## config.mk

```make
export PLATFORM = sky130hd
export DESIGN_NAME = instr_exec_unit
export DESIGN_NICKNAME = d
export VERILOG_FILES = /design/src/rtl/instr_exec_unit.sv
export SDC_FILE = /design/constraint.sdc
export NUM_CORES = 1
export LEC_CHECK = 0
export CAP_MARGIN = 10
export CELL_PAD_IN_SITES_DETAIL_PLACEMENT = 1
export CELL_PAD_IN_SITES_GLOBAL_PLACEMENT = 2
export CORE_AREA = 2 2 184 186
export CTS_BUF_LIST = sky130_fd_sc_hd__clkbuf_16
export DETAILED_ROUTE_END_ITERATION = 8
export DIE_AREA = 0 0 186 188
export PLACE_DENSITY_LB_ADDON = 0.1
export SYNTH_ARGS = -nofsm -noshare
export SYNTH_HDL_FRONTEND = slang
export SYNTH_SLANG_ARGS = --single-unit
export TNS_END_PERCENT = 5
```

## constraint.sdc

```tcl
create_clock -name clk -period 14.6 [get_ports clk]
set_input_delay 1.46 -clock clk [delete_from_list [all_inputs] [get_ports clk]]
set_output_delay 1.46 -clock clk [all_outputs]
set_load 0.01 [all_outputs]
```

## src/rtl/instr_exec_unit.sv

```systemverilog
// Instruction sequencer and datapath: fetches 23-bit words from the ROM, executes them
// against an 8 x 16-bit register file, with a restoring 1-bit-per-cycle divider for DIV/MOD.
module instr_exec_unit #(
  parameter int PC_W      = 5,
  parameter int DATA_W    = 16,
  parameter int DIV_STEPS = 16
) (
  input  logic              clk,
  input  logic              reset_n,
  input  logic              start,
  input  logic [22:0]       code,
  input  logic [2:0]        rd_sel,
  output logic [PC_W-1:0]   address,
  output logic              busy,
  output logic              halted,
  output logic              wr_en,
  output logic [2:0]        wr_addr,
  output logic [DATA_W-1:0] wr_data,
  output logic [DATA_W-1:0] rd_data
);

  localparam int CNT_W = (DIV_STEPS > 1) ? $clog2(DIV_STEPS) : 1;

  localparam logic [3:0] OP_HALT = 4'b0000;
  localparam logic [3:0] OP_LOAD = 4'b0001;
  localparam logic [3:0] OP_MOV  = 4'b0010;
  localparam logic [3:0] OP_ADD  = 4'b0011;
  localparam logic [3:0] OP_SUB  = 4'b0100;
  localparam logic [3:0] OP_XOR  = 4'b0101;
  localparam logic [3:0] OP_OR   = 4'b0110;
  localparam logic [3:0] OP_AND  = 4'b0111;
  localparam logic [3:0] OP_DIV  = 4'b1000;
  localparam logic [3:0] OP_MOD  = 4'b1001;

  typedef enum logic [2:0] {
    S_IDLE,
    S_FETCH,
    S_EXEC,
    S_DIV,
    S_HALT
  } state_t;

  state_t            state_q;
  logic [PC_W-1:0]   pc_q;
  logic [22:0]       ir_q;
  logic [DATA_W-1:0] regs_q [8];
  logic [DATA_W-1:0] dq_q;
  logic [DATA_W-1:0] rem_q;
  logic [DATA_W-1:0] dvsr_q;
  logic [CNT_W-1:0]  cnt_q;

  logic [3:0]        opcode;
  logic [2:0]        rd_idx;
  logic [2:0]        rs_idx;
  logic [DATA_W-1:0] imm;
  logic [DATA_W-1:0] op_a;
  logic [DATA_W-1:0] op_b;

  assign opcode = ir_q[22:19];
  assign rd_idx = ir_q[18:16];
  assign rs_idx = ir_q[15:13];
  assign imm    = ir_q[DATA_W-1:0];
  assign op_a   = regs_q[rd_idx];
  assign op_b   = regs_q[rs_idx];

  // Restoring divide step. The remainder stays below the divisor, so the top bit of
  // the difference is exactly the borrow; a zero divisor yields all-ones / original Rd.
  logic [DATA_W:0]   rem_shift;
  logic [DATA_W:0]   rem_diff;
  logic              q_bit;
  logic [DATA_W-1:0] rem_d;
  logic [DATA_W-1:0] dq_d;
  logic              div_last;

  assign rem_shift = {rem_q, dq_q[DATA_W-1]};
  assign rem_diff  = rem_shift - {1'b0, dvsr_q};
  assign q_bit     = ~rem_diff[DATA_W];
  assign rem_d     = q_bit ? rem_diff[DATA_W-1:0] : rem_shift[DATA_W-1:0];
  assign dq_d      = {dq_q[DATA_W-2:0], q_bit};
  assign div_last  = (state_q == S_DIV) && (cnt_q == CNT_W'(DIV_STEPS - 1));

  logic              alu_wr;
  logic [DATA_W-1:0] alu_res;

  always_comb begin
    alu_wr  = 1'b1;
    alu_res = '0;
    case (opcode)
      OP_LOAD: alu_res = imm;
      OP_MOV:  alu_res = op_b;
      OP_ADD:  alu_res = op_a + op_b;
      OP_SUB:  alu_res = op_a - op_b;
      OP_XOR:  alu_res = op_a ^ op_b;
      OP_OR:   alu_res = op_a | op_b;
      OP_AND:  alu_res = op_a & op_b;
      default: alu_wr  = 1'b0;
    endcase
  end

  always_comb begin
    wr_en   = 1'b0;
    wr_addr = '0;
    wr_data = '0;
    if (state_q == S_EXEC && alu_wr) begin
      wr_en   = 1'b1;
      wr_addr = rd_idx;
      wr_data = alu_res;
    end else if (div_last) begin
      wr_en   = 1'b1;
      wr_addr = rd_idx;
      wr_data = (opcode == OP_DIV) ? dq_d : rem_d;
    end
  end

  always_ff @(posedge clk) begin
    if (!reset_n) begin
      state_q <= S_IDLE;
      pc_q    <= '0;
      ir_q    <= '0;
      dq_q    <= '0;
      rem_q   <= '0;
      dvsr_q  <= '0;
      cnt_q   <= '0;
    end else begin
      case (state_q)
        S_IDLE, S_HALT: begin
          if (start) begin
            state_q <= S_FETCH;
            pc_q    <= '0;
          end
        end
        S_FETCH: begin
          ir_q    <= code;
          state_q <= S_EXEC;
        end
        S_EXEC: begin
          if (opcode == OP_HALT) begin
            state_q <= S_HALT;
          end else if (opcode == OP_DIV || opcode == OP_MOD) begin
            dq_q    <= op_a;
            dvsr_q  <= op_b;
            rem_q   <= '0;
            cnt_q   <= '0;
            state_q <= S_DIV;
          end else begin
            pc_q    <= pc_q + PC_W'(1);
            state_q <= S_FETCH;
          end
        end
        S_DIV: begin
          dq_q  <= dq_d;
          rem_q <= rem_d;
          cnt_q <= cnt_q + CNT_W'(1);
          if (div_last) begin
            pc_q    <= pc_q + PC_W'(1);
            state_q <= S_FETCH;
          end
        end
        default: state_q <= S_IDLE;
      endcase
    end
  end

  always_ff @(posedge clk) begin
    if (!reset_n) begin
      for (int i = 0; i < 8; i++) regs_q[i] <= '0;
    end else if (wr_en) begin
      regs_q[wr_addr] <= wr_data;
    end
  end

  assign address = pc_q;
  assign busy    = (state_q == S_FETCH) || (state_q == S_EXEC) || (state_q == S_DIV);
  assign halted  = (state_q == S_HALT);
  assign rd_data = regs_q[rd_sel];

endmodule
```

# == Word-level counts from Yosys, hierarchy flattened ==
# Memory sizes are Yosys's and may differ from the RTL's. A register that Yosys moved wholly into a read port is not among the register bits.
# Cells that the tools add are included.
# word_totals
output_inout_bits,43
mem_bits_ro,0
ram_bits,128
n_memories,1
latchBits,0
regBits,83
inputBits,29
# classes
eq_ne,19
order_cmp,0
n_bitwise,5
n_reduce_logical,16
muxes,40
div,0
add_sub_neg,5
n_mul,0
shifts,0
# memory_table
name,depth,width,rd,rd_ports_with_merged_regs,wr,line,source
regs_q,8,16,3,2,8,46,logic [DATA_W-1:0] regs_q [8];
# ops
operator,n
two-way mux 16 bit,9
case mux 16 bit (7 select lines),1
case mux 16 bit (2 select lines),2
two-way mux 3 bit,10
two-way mux 5 bit,4
subtractor 17 x 16 -> 17 bit,1
adder 16 bit,1
AND 16 bit,1
== test 4 x 3 -> 1 bit (second input constant),4
bitwise OR 16 bit,1
OR reduction 16 bit,1
subtractor 16 bit,1
XOR 16 bit,1
case mux 5 bit (3 select lines),1
== test 4 bit (second input constant),3
case mux 3 bit (4 select lines),1
== test 4 x 2 -> 1 bit (second input constant),2
two-way mux 1 bit,8
two-way mux 4 bit,2
inequality test 2 bit (second input constant),4
case mux 4 bit (2 select lines),1
OR reduction 7 bit,1
== test 3 x 2 -> 1 bit (second input constant),2
AND reduction 3 bit,2
other kinds (17),21

# == Depth between registers and ports, before layout ==
# Gate-level depths: netlist of the first run.
# logic_depth
ltp_word,10
mapped_depth,20
ltp_nobuf,17

# == Least setup slack after synthesis of the first run ==
# No wires, ideal clock.
# synth_path
kind,reg2out
from,register with a tool-made name
to,output port wr_data[14]
required_ps,13140
path_slack_ps,8159
path_stages_with_launch,19
arrival_ps,4981
path_cell_list,dfxtp_1 -> buf_6 -> buf_2 -> buf_1 -> mux4_2 -> mux2i_1 -> ha_1 -> and3_1 -> nand3_1 -> o21ai_0 -> xnor2_1 -> ha_1 -> a21o_1 -> a21o_1 -> a31oi_1 -> o21ai_0 -> xor2_1 -> a211oi_1 -> inv_1
# synth_lines
item,line,source
end: declaration,18,"output logic [DATA_W-1:0] wr_data,"

==> flow_summary.ini, run 1 <==
[run_status]
outcome = finished, final reports clean

[cells_and_area]
fillCellCount = 3643
final_cell_mix = nor2_1 (180), edfxtp_1 (128), nand2_1 (120)
utilization_pct = 49.6
antennaDiodeCount = 0
finalNetCount = 1521
drive_gt1_share_pct = 16.2
layout_commonest_cell = nor2_1
final_cells = 1892
syn2layout_area_growth_pct = 14.4
post-route-cell-area_sq_um = 16400
multi_input_area_sq_um = 8100
regArea_sq_um = 5630

[floorplanning]
rows = 67
chipWidth_microns = 186
start_util_pct = 43.3
die_h_microns = 188
placeableCoreArea_sq_um = 33100
dieArea_sq_um = 35000
num_io_pins = 72

[timing]
relSlewSlack_pct = 23.1
tightest_slew_ns = 1.15
final.setup.tns_ns = 0
fin_ws_ns = 6.72
fin_crit_ns = 7.88
finalSetupViolations = 0
fmax_ghz = 0.127
hold_slack_ns = 0.475
min_period_over_period_pct = 54.0
rsz0062_at_grt = no
hold_viol = 0
skew_ns = 0.0290
report.final.slew_viol_count = 0

[worst_setup_path]
path_class = flip-flop to output port
reg2reg_slack_ns = 8.92
crit_slowest_cell = a21boi_1
worstPathMaxFanout = 38
crit_buf_inv = 4
cp.required_ns = 13.14
arrival_ns = 6.42
crit_path_start_kind = flip-flop
critPathTopFamily = compound AO/OA/AOI/OAI gates
critPathMaxStageDelay_ns = 0.87
end_kind = output port
path_cells = buf_4 -> mux4_2 -> mux2i_2 -> inv_2 -> nor3_1 -> nand4_1 -> nand2_1 -> xnor2_1 -> ha_1 -> o21a_1 -> o21a_1 -> nor2_1 -> a21oi_1 -> xnor2_1 -> o221ai_1 -> a22oi_1 -> a21boi_1 -> inv_1 -> clkdlybuf4s50_1

[clocking]
cts_resized = 0
postCtsSetupRepairBufs = 0
ctsHoldBuffers = 0
cts_buffers = 26
cts.sinks = 217
cts_root_buf = clkbuf_16
clk_pin_slew_ns = 0.06
clock_latency_ns = 0.56
clk_path_buf_depth = 3
h-tree-depth = 1
cts_tree = yes

[place]
globalplace.congestion = 0.957
place_area_sq_um = 15500
placedCellCount = 1844
io_buffers = 71
dp_slack_ns = 7.26
dp_hpwl_microns = 33200

[global_route]
first_global_vias = 12183
grt_antenna_before_repair = 1
grt_pass1_wl_microns = 74300
gr-total-overflow = 0
gr-usage-all-layers_pct = 28.0
grt_max_degree = 94

[synthesis]
ys_top_cells_by_area = edfxtp_1 (27%), mux4_2 (15%), dfxtp_1 (12%)
synthFlopType = edfxtp_1
mappedNetlistArea_sq_um = 14400
ys_ff_latch = 217
async_flop_share_pct = 0
synth_edf_count = 128
yosysTopAreaCell = edfxtp_1
synth_top_area_share_pct = 26.8
yosys_warnings = 0
yosys.cell_types.count = 72
syn-mean-instance-area_sq_um = 10.4
ys_seq_area_share_pct = 39.2
netlist_instances = 1380
syn_nets = 1477

[routing]
drt-initial-drc-count = 939
post_drt_wl_per_cell_microns = 25.4
wirelength_microns = 48100
ant_nets = 0
drt_pass1_iterations = 7
viasPerCell = 6.12
drc = 0
vias = 11582

[power_and_ir_drop]
power_density_nw_per_um2 = 103
leakage_nw = 5.99
power_mw = 1.69
vdd_drop_max_mv = 0.122

[flow_run]
cap_violations = 0

[min_path]
hold_path.class = flip-flop to flip-flop
per-layer routing:
metal  wire length, microns  GRT usage [%]  up-vias
met5                      0              0        -
li1                       -              -     5205
met1                  20700           37.4     5880
met3                   2410           2.84       94
met4                   1680           9.02        0
met2                  23400           47.8      403
synth_stat cells (4+ instances only):
library cell	n
nor2_1	180
edfxtp_1	128
nand2_1	120
mux4_2	94
dfxtp_1	89
inv_1	74
clkbuf_1	70
ha_1	66
o21ai_0	61
a21oi_1	49
mux2_2	32
mux2i_1	29
nor2b_1	29
nor3_1	28
xnor2_1	28
a21boi_0	27
and2_1	20
a222oi_1	16
o211a_1	15
a221oi_1	13
buf_1	13
nand2b_1	12
nand3_1	12
xor2_1	12
a21o_1	11
o221ai_1	10
a211oi_1	8
nor2_2	8
nor3b_1	8
or2_2	8
a22oi_1	7
nand4_1	7
o21a_1	7
or3_1	7
a31oi_1	6
o211ai_1	6
and3_1	5
buf_2	4
nor4_1	4
o21bai_1	4
o22ai_1	4
sequential cells by signal, indices dropped and copies added (netlist names), named ones only:
name     flops
address      5
cnt_q        4
dq_q        16
dvsr_q      16
ir_q        23
regs_q     128
rem_q       16
state_q      3
worst min-delay path, cell delays in order (launching register included):
cell,delay (ns)
dfxtp_1,0.31
nand2_1,0.05
a21boi_0,0.06
power breakdown:
part	switching, mW	internal, mW
clock	0.269	0.396
combinational	0.195	0.144
sequential	0.0204	0.667
worst paths after layout:
check	cells past startpoint	end	from
worst max-delay path	19	wr_data[8]	flip-flop
worst min-delay path	2	ir_q[8]	ir_q[8]
worst max register to register	18	regs_q[2][8]	flip-flop
worst min register to register	2	ir_q[8]	ir_q[8]
kinds of logic (layout without fill, tap and decap cells):
logic type,count (synthesis),after routing,share of synthesized area [%]
buffers and inverters,165,229,4.51
xor gates and xnor gates,40,40,2.44
adders and majority gates,68,68,6.03
AOI/OAI and AO/OA,272,272,13.3
and+or+nand+nor,458,458,14.6
muxes,160,160,19.9
DFF,217,217,39.2
area by class of cell:
class,count,area share (%)
Multi-Input combinational cell,998,49.4
Sequential cell,217,34.3
Timing Repair Buffer,106,5.87
Clock buffer,26,3.96
Tap cell,448,3.41
Inverter,75,1.71
Clock inverter,22,1.39
Power figures use the tool's default switching activity.
==> run 2, diff against run 1 <==
--- a/config.mk
+++ b/config.mk
@@ -8,10 +8,10 @@
 export CAP_MARGIN = 10
 export CELL_PAD_IN_SITES_DETAIL_PLACEMENT = 1
 export CELL_PAD_IN_SITES_GLOBAL_PLACEMENT = 2
-export CORE_AREA = 2 2 184 186
+export CORE_AREA = 2 2 191 193
 export CTS_BUF_LIST = sky130_fd_sc_hd__clkbuf_16
 export DETAILED_ROUTE_END_ITERATION = 8
-export DIE_AREA = 0 0 186 188
+export DIE_AREA = 0 0 193 195
 export PLACE_DENSITY_LB_ADDON = 0.1
 export SYNTH_ARGS = -nofsm -noshare
 export SYNTH_HDL_FRONTEND = slang
==> constraint.sdc (replaced) <==
create_clock -name clk -period 8 [get_ports clk]
set_input_delay 0.8 -clock clk [delete_from_list [all_inputs] [get_ports clk]]
set_output_delay 0.8 -clock clk [all_outputs]
set_load 0.01 [all_outputs]
==> flow_summary.ini, run 2 (synthesis gave the netlist of run 1 again) <==
[run_status]
outcome = finished, final reports clean

[floorplanning]
start_util_pct = 40.5
rows = 69
dieArea_sq_um = 37600
chipWidth_microns = 193
num_io_pins = 72
placeableCoreArea_sq_um = 35400
die_h_microns = 195

[global_route]
grt_max_degree = 94
gr-usage-all-layers_pct = 26.5
grt_antenna_before_repair = 0
grt_pass1_wl_microns = 75100
first_global_vias = 12297
gr-total-overflow = 0

[cells_and_area]
layout_commonest_cell = nor2_1
fillCellCount = 3883
antennaDiodeCount = 0
final_cells = 1901
reg.largest.list = regs_q (128), ir_q (23)
final_cell_mix = nor2_1 (178), edfxtp_1 (128), nand2_1 (120)
regMostFlops = regs_q
syn2layout_area_growth_pct = 13.9
finalNetCount = 1522
drive_gt1_share_pct = 16.1
largest_reg_flops = 128

[flow_run]
cap_violations = 0

[routing]
drc = 0
drt_pass1_iterations = 6
post_drt_wl_per_cell_microns = 25.8
ant_nets = 0
viasPerCell = 6.08
drt-initial-drc-count = 989
vias = 11561
wirelength_microns = 49100

[min_path]
hold_path.class = flip-flop to flip-flop
hp-start = ir_q[4]

[clocking]
clock_latency_ns = 0.56
cts_resized = 0
cts_root_buf = clkbuf_16
h-tree-depth = 1
clk_pin_slew_ns = 0.06
cts.sinks = 217
clk_path_buf_depth = 3
cts_buffers = 26
postCtsSetupRepairBufs = 0
ctsHoldBuffers = 0
cts_tree = yes

[worst_setup_path]
cp.required_ns = 7.20
arrival_ns = 6.50
worstPathMaxFanout = 24
path_class = flip-flop to output port
end_kind = output port
crit_path_start_kind = flip-flop

[power_and_ir_drop]
power_density_nw_per_um2 = 181
leakage_nw = 5.96
vdd_drop_max_mv = 0.167
power_mw = 2.97

[timing]
tightest_slew_ns = 1.23
skew_ns = 0.0338
fmax_ghz = 0.137
relSlewSlack_pct = 17.6
final.setup.tns_ns = 0
fin_crit_ns = 7.30
report.final.slew_viol_count = 0
finalSetupViolations = 0
hold_viol = 0
rsz0062_at_grt = no
min_period_over_period_pct = 91.2

[place]
io_buffers = 71
placedCellCount = 1858
dp_hpwl_microns = 34400
globalplace.congestion = 0.916
==> run 2: cell count changes in the layout (fill, tap and decap cells not counted), sizes merged <==
cell	change
clkinvlp	+1
bufinv	-3
inv	+4
buf	+1
clkinv	-7
==> run 2: area by class of cell <==
class / count / area [sq um] / share of cell area, %
timing repair buffer: 107 / 971 / 5.94
tap: 461 / 577 / 3.53
multi-input combinational: 998 / 8110 / 49.6
inverter: 75 / 282 / 1.72
sequential: 217 / 5630 / 34.4
clock inverter: 17 / 131 / 0.804
clock buffer: 26 / 651 / 3.98
==> run 2: worst paths after layout <==
path / endpoint / slack [ns] / cells past startpoint
worst min register to register: ir_q[4] / 0.48 / 2
worst max register to register: regs_q[0][8] / 2.25 / 15
worst max-delay path: wr_data[8] / 0.70 / 16
worst min-delay path: ir_q[4] / 0.48 / 2
==> run 2: through the flow <==
step	hold WS [ns]	utilization (%)	setup slack, ns	cell area (sq um)
2_1_floorplan	0.444	-	2.22	14400
3_3_place_gp	0.463	44.0	1.46	15600
3_5_place_dp	0.474	44.0	1.36	15600
4_1_cts	0.478	46.2	0.708	16300
5_1_grt	0.506	46.2	0.0956	16300
6_report	0.481	46.2	0.700	16300
==> run 2: power breakdown <==
group | leakage [nW] | total [mW] | switching, mW | internal, mW
Combinational | 3.52 | 0.602 | 0.339 | 0.263
Clock | 0.393 | 1.10 | 0.476 | 0.620
Sequential | 2.04 | 1.27 | 0.0506 | 1.22
Total | 5.96 | 2.97 | 0.866 | 2.10
==> run 2: worst max-delay path, cell delays in order (launching register included) <==
cell             delay, ns
dfxtp_2               0.88
mux4_2                0.60
mux2i_2               0.33
inv_2                 0.10
nor3_1                0.26
nand4_1               0.30
o21ai_0               0.29
xnor2_1               0.17
ha_1                  0.29
a2111oi_0             0.45
a21oi_1               0.23
xnor2_1               0.23
o221ai_1              0.13
a22oi_1               0.18
a21boi_1              0.87
inv_1                 0.09
clkdlybuf4s50_1       0.51
==> run 2: routing by layer <==
metal	GRT usage, %	vias to the layer above	wire length (microns)
met4	7.55	0	1480
met5	0	-	0
met1	35.2	5908	21100
li1	-	5200	-
met2	45.3	370	24000
met3	3.22	83	2500
==> patch 1: new RTL, settings of run 2 <==
`DATA_W`: 16 -> 20.
--- a/src/rtl/instr_exec_unit.sv
+++ b/src/rtl/instr_exec_unit.sv
@@ -4,3 +4,3 @@
   parameter int PC_W      = 5,
-  parameter int DATA_W    = 16,
+  parameter int DATA_W    = 20,
   parameter int DIV_STEPS = 16
Ports: changed (resized rd_data and wr_data); port bits go from 72 to 80. The function was not compared with the original's and may differ.
==> patch 1 against run 2 <==
- fmax shrank 5.8%
- synthesized cell count grew 27%
- via count grew 35%
- cell area grew 23%
- core utilization grew 11 points
- count of clock-buffer cells in the layout grew 5
- total power grew 28%
- highest routed layer unchanged
- synthesized area grew 25%
- worst hold slack lost 0.015 ns
- setup slack lost 0.45 ns
- register-to-register slack lost 0.41 ns
- wire length grew 37%
- sequential share of layout area shrank 0.58 points
- sequential cell count grew 44
==> patch 1: results (changes against run 2) <==
initial antenna violation count 0 (unchanged); Reg-to-Reg End regs_q[1][18]; Worst-path clk slew 0.06 ns (about the same); leak pwr 7.30 nW (+22%); H-tree depth 1 (unchanged); Worst Tran Pin Value 1.24 ns (+0.00824 ns); crit path max fanout 20 (-17%); top flop regs regs_q: 160 flops, ir_q: 23 flops; DRT iter0 DRCs 1449 (+47%); Synth cell types 88 (+22%); worst skew pair latency 0.60 ns (+0.04 ns); worst reg2reg path depth 17 (+2); Hold EP ir_q[6]; hold path depth 2 (unchanged); DRT Pass-1 Iters 5 (-1); sequential fraction of the synthesis area 0.380 (-0.0120); Fillers 3848 (-0.90%); ys flop type edfxtp_1; hold path start ir_q[6]; routability congestion estimate 0.933 (+1.9%); peak supply drop 0.202 mV (+21%); CTS max path bufs 3 (unchanged); Via-to-Cell Ratio 6.87 (+13%); Total GRT Usage 0.363 (+0.0986); Post-synth EDFFs 160 (+25%); Clock Skew 0.0231 ns (-0.0107 ns); pin count of the biggest net entering global routing 84 (-11%); Yosys warning count 0 (unchanged); Detailed Route WL 67300 µm (+37%); layout cell share with drive strength beyond 1 0.148 (-0.0135); Critical Path AT 6.95 ns (+0.45 ns); Area contributors post-synth edfxtp_1, mux4_2, dfxtp_1, ha_1, nor2_1; ys async rst share 0 (unchanged); post_cts resized 0 (unchanged); Nets 1904 (+25%); dpl hpwl 47100 µm (+37%); Post-CTS Setup Inserts 0 (unchanged); final antenna diode count 0 (unchanged); vias in the first global route 16452 (+34%); FF-to-FF setup slack 1.84 ns (-0.41 ns); Hold Path Class flop to flop; commonest cells in the netlist nor2_1, edfxtp_1, a21oi_1, nand2_1, clkbuf_1; status completed; Setup-failing EPs final 0 (unchanged); Clk Tree Root Cell clkbuf_16; global-route wire length before repair 103000 µm (+37%); Port Buffers 79 (+11%); CTS Buf Count 31 (+19%)
## patch 1: worst max-delay path, stage by stage (launching register included)
cell,delay (ns)
dfxtp_2,0.74
mux4_2,0.63
mux2i_4,0.30
inv_2,0.07
nor4_1,0.58
nand2_1,0.20
o31ai_1,0.32
xnor2_1,0.11
ha_1,0.40
o21a_1,0.14
a21oi_1,0.23
nor4b_1,0.65
o31ai_1,0.27
a211oi_1,0.42
nor4_1,0.09
o31ai_1,0.35
buf_4,0.25
nand2_1,0.07
clkdlybuf4s50_1,0.50
## patch 1: where the power goes
group | switching, W | internal (W) | total, W
Clock | 0.000618 | 0.000804 | 0.00142
Combinational | 0.000501 | 0.000342 | 0.000842
Sequential | 0.0000642 | 0.00147 | 0.00153
Total | 0.00118 | 0.00261 | 0.00379
## patch 1: layout make-up
class | count | area [µm²] | area share
sequential | 261 | 6830 | 0.339
clock buffer | 31 | 776 | 0.0384
tap | 461 | 577 | 0.0286
timing repair buffer | 130 | 1160 | 0.0577
clock inverter | 27 | 223 | 0.0110
multi-input combinational | 1282 | 10300 | 0.510
inverter | 85 | 322 | 0.0159
## patch 1: kinds of logic after synthesis
logic type	count (synthesis)	share of synthesized area
compound gates	429	0.160
xor+xnor	45	0.0219
fa+ha+maj	84	0.0593
buf+inv	215	0.0492
flops	261	0.380
mux	184	0.195
simple gates	540	0.134
## patch 1: how the worst max path moves through the flow
stage	from	endpoint	slack [ns]	cells after the start
6_report	flop	wr_data[16]	0.25	18
3_5_place_dp	flop	wr_data[18]	1.01	19
5_1_grt	flop	wr_data[15]	0.03	17
3_3_place_gp	flop	wr_data[18]	1.27	19
4_1_cts	flop	wr_data[18]	0.34	19
2_1_floorplan	flop	wr_data[18]	1.92	19
## patch 1: through the flow
step | setup WS, ns | instance area (µm²) | std cells | hold WS (ns)
after CTS | 0.344 | 20200 | 2276 | 0.470
after global placement | 1.27 | 19200 | 2218 | 0.453
after floorplan | 1.92 | 18000 | 1758 | 0.436
after detailed placement | 1.01 | 19200 | 2218 | 0.460
after global routing | 0.0283 | 20200 | 2277 | 0.494
final | 0.254 | 20200 | 2277 | 0.466
## patch 1: metal layers
metal | wire length [µm] | GRT usage | vias up
met1 | 26700 | 0.480 | 7978
met5 | 0 | 0 | -
met4 | 3070 | 0.152 | 0
met2 | 32000 | 0.598 | 789
li1 | - | - | 6690
met3 | 5480 | 0.0530 | 187
==> patch 2: new RTL, settings of run 2 <==
Without the edit above. Add an input register stage for `start`, `code` and `rd_sel`; this delays them by one clock.
--- a/src/rtl/instr_exec_unit.sv
+++ b/src/rtl/instr_exec_unit.sv
@@ -41,2 +41,12 @@
   } state_t;
+
+  logic start_q;
+  logic [22:0] code_q;
+  logic [2:0] rd_sel_q;
+
+  always_ff @(posedge clk) begin
+    start_q  <= start;
+    code_q   <= code;
+    rd_sel_q <= rd_sel;
+  end
 
@@ -126,3 +136,3 @@
         S_IDLE, S_HALT: begin
-          if (start) begin
+          if (start_q) begin
             state_q <= S_FETCH;
@@ -132,3 +142,3 @@
         S_FETCH: begin
-          ir_q    <= code;
+          ir_q    <= code_q;
           state_q <= S_EXEC;
@@ -174,3 +184,3 @@
   assign halted  = (state_q == S_HALT);
-  assign rd_data = regs_q[rd_sel];
+  assign rd_data = regs_q[rd_sel_q];
 
Function: changed (Yosys sat finds a counterexample within 4 cycles, from zero or initial values and one cycle with reset_n low).
==> patch 2 against run 2 <==
- cell area is 3.9% higher
- critical path depth is 2 higher
- synthesized cell count up 0.72%
- setup slack gained 0.11 ns
- combinational power shrank 2%
- wire length is 3.2% lower
- sequential cell count increased by 27
- synthesized area rose by 3.6%
- total power rose by 11%
==> patch 2: results (changes against run 2) <==
Clock Skew 0.0132 ns (-0.0206 ns); Critical Path AT 6.39 ns (-0.11 ns); DRC Markers 0 (unchanged); Post-synth EDFFs 128 (unchanged); sequential fraction of the synthesis area 0.415 (+0.0227); Yosys warning count 0 (unchanged); WL met1 21200 µm (+0.68%); Worst Tran Pin Value 1.16 ns (-0.0722 ns); crit path max fanout 22 (-8.3%); pre-CTS setup slack 1.43 ns (+0.0665 ns); vias 11324 (-2.0%); Worst-path clk slew 0.07 ns; commonest cells in the netlist nor2_1, edfxtp_1, nand2_1, dfxtp_1, mux4_2; DRT iter0 DRCs 782 (-21%); DP Cell Count 1864 (+0.32%); Synth cell types 76 (+5.6%); Detailed Route WL 47500 µm (-3.2%); routability congestion estimate 0.858 (-6.3%); CTS max path bufs 3 (unchanged); Port Buffers 71 (unchanged); Total GRT Usage 0.258 (-0.00687); leak pwr 6.27 nW (+5.2%); met2 wire len 22600 µm (-5.8%); Switching Share 0.277 (-0.0149); hold path depth 2 (unchanged); Area contributors post-synth edfxtp_1, dfxtp_1, mux4_2, ha_1, nor2_1; top flop regs regs_q: 128 flops, code_q: 23 flops, ir_q: 23 flops; worst reg2reg path depth 17 (+2); slowest stage delay, CP 0.76 ns (-0.12 ns); dpl hpwl 33200 µm (-3.6%); layout cell share with drive strength beyond 1 0.177 (+0.0155); post-DR wirelength/cell 24.8 µm (-4.0%); vias in the first global route 11941 (-2.9%); Post-CTS Setup Inserts 0 (unchanged); status completed; DRT Pass-1 Iters 5 (-1); met3 Use GR 0.0315 (-0.000719); wire length on met3 1960 µm (-21%); M2 GR Usage 0.428 (-0.0251); Post-Syn Nets 1487 (+0.68%); global-route wire length before repair 73700 µm (-1.9%); pin count of the biggest net entering global routing 78 (-17%); average size of a mapped cell 10.7 µm² (+2.9%); Clk Tree Root Cell clkbuf_16; peak supply drop 0.149 mV (-11%); placed cell areas 16100 µm² (+3.2%); met1 global-route usage 0.351 (-0.00147); CTS Buf Count 28 (+7.7%)
-- patch 2: changes by cell type after synthesis, sizes merged, moves of 11 or more --
cell | run 2 | this run
nor2 | 188 | 206
dfxtp | 89 | 116
a221oi | 14 | 25
nor3 | 28 | 8
o21ai | 62 | 51
a222oi | 16 | 0
nand3 | 12 | 29
mux2 | 33 | 21
mux2i | 31 | 48
-- patch 2: path summary, 6_finish.rpt --
check / slack [ns] / endpoint / from
hold reg to reg: 0.45 / ir_q[20] / code_q[20]
hold / removal: 0.45 / ir_q[20] / code_q[20]
setup / recovery: 0.81 / wr_data[13] / flop
setup reg to reg: 2.29 / regs_q[0][13] / flop
-- patch 2: cell type report --
type | count | area [µm²]
fill | 3844 | 18400
multi-input combinational | 988 | 8120
sequential | 244 | 6170
timing repair buffer | 103 | 946
clock buffer | 29 | 726
tap | 461 | 577
inverter | 68 | 255
clock inverter | 23 | 199
-- patch 2: logic make-up after synthesis --
family                   count (synthesis)  share of synthesized area
AND/OR/NAND/NOR                        450                      0.135
multiplexers                           162                      0.196
flip-flops                             244                      0.415
adder cells (fa/ha/maj)                 68                     0.0582
XOR/XNOR                                47                     0.0277
AO/OA/AOI/OAI                          261                      0.126
buffers and inverters                  158                     0.0426
-- patch 2: power by group through the flow --
stage               registers, W  clock network (W)  logic (W)
finish                   0.00141            0.00129   0.000588
CTS                      0.00141            0.00132   0.000588
global placement         0.00143                  0   0.000579
global route             0.00141            0.00136   0.000642
floorplan                0.00140                  0   0.000435
detailed placement       0.00144                  0   0.000583
-- patch 2: worst max-delay path, delay by kind of cell (launching register included) --
family / cells / cell delay (ns)
fa+ha+maj: 2 / 0.62
buf+inv: 4 / 0.99
xor+xnor: 1 / 0.13
mux: 2 / 0.69
flops: 1 / 0.76
simple gates: 3 / 0.26
compound gates: 6 / 2.36
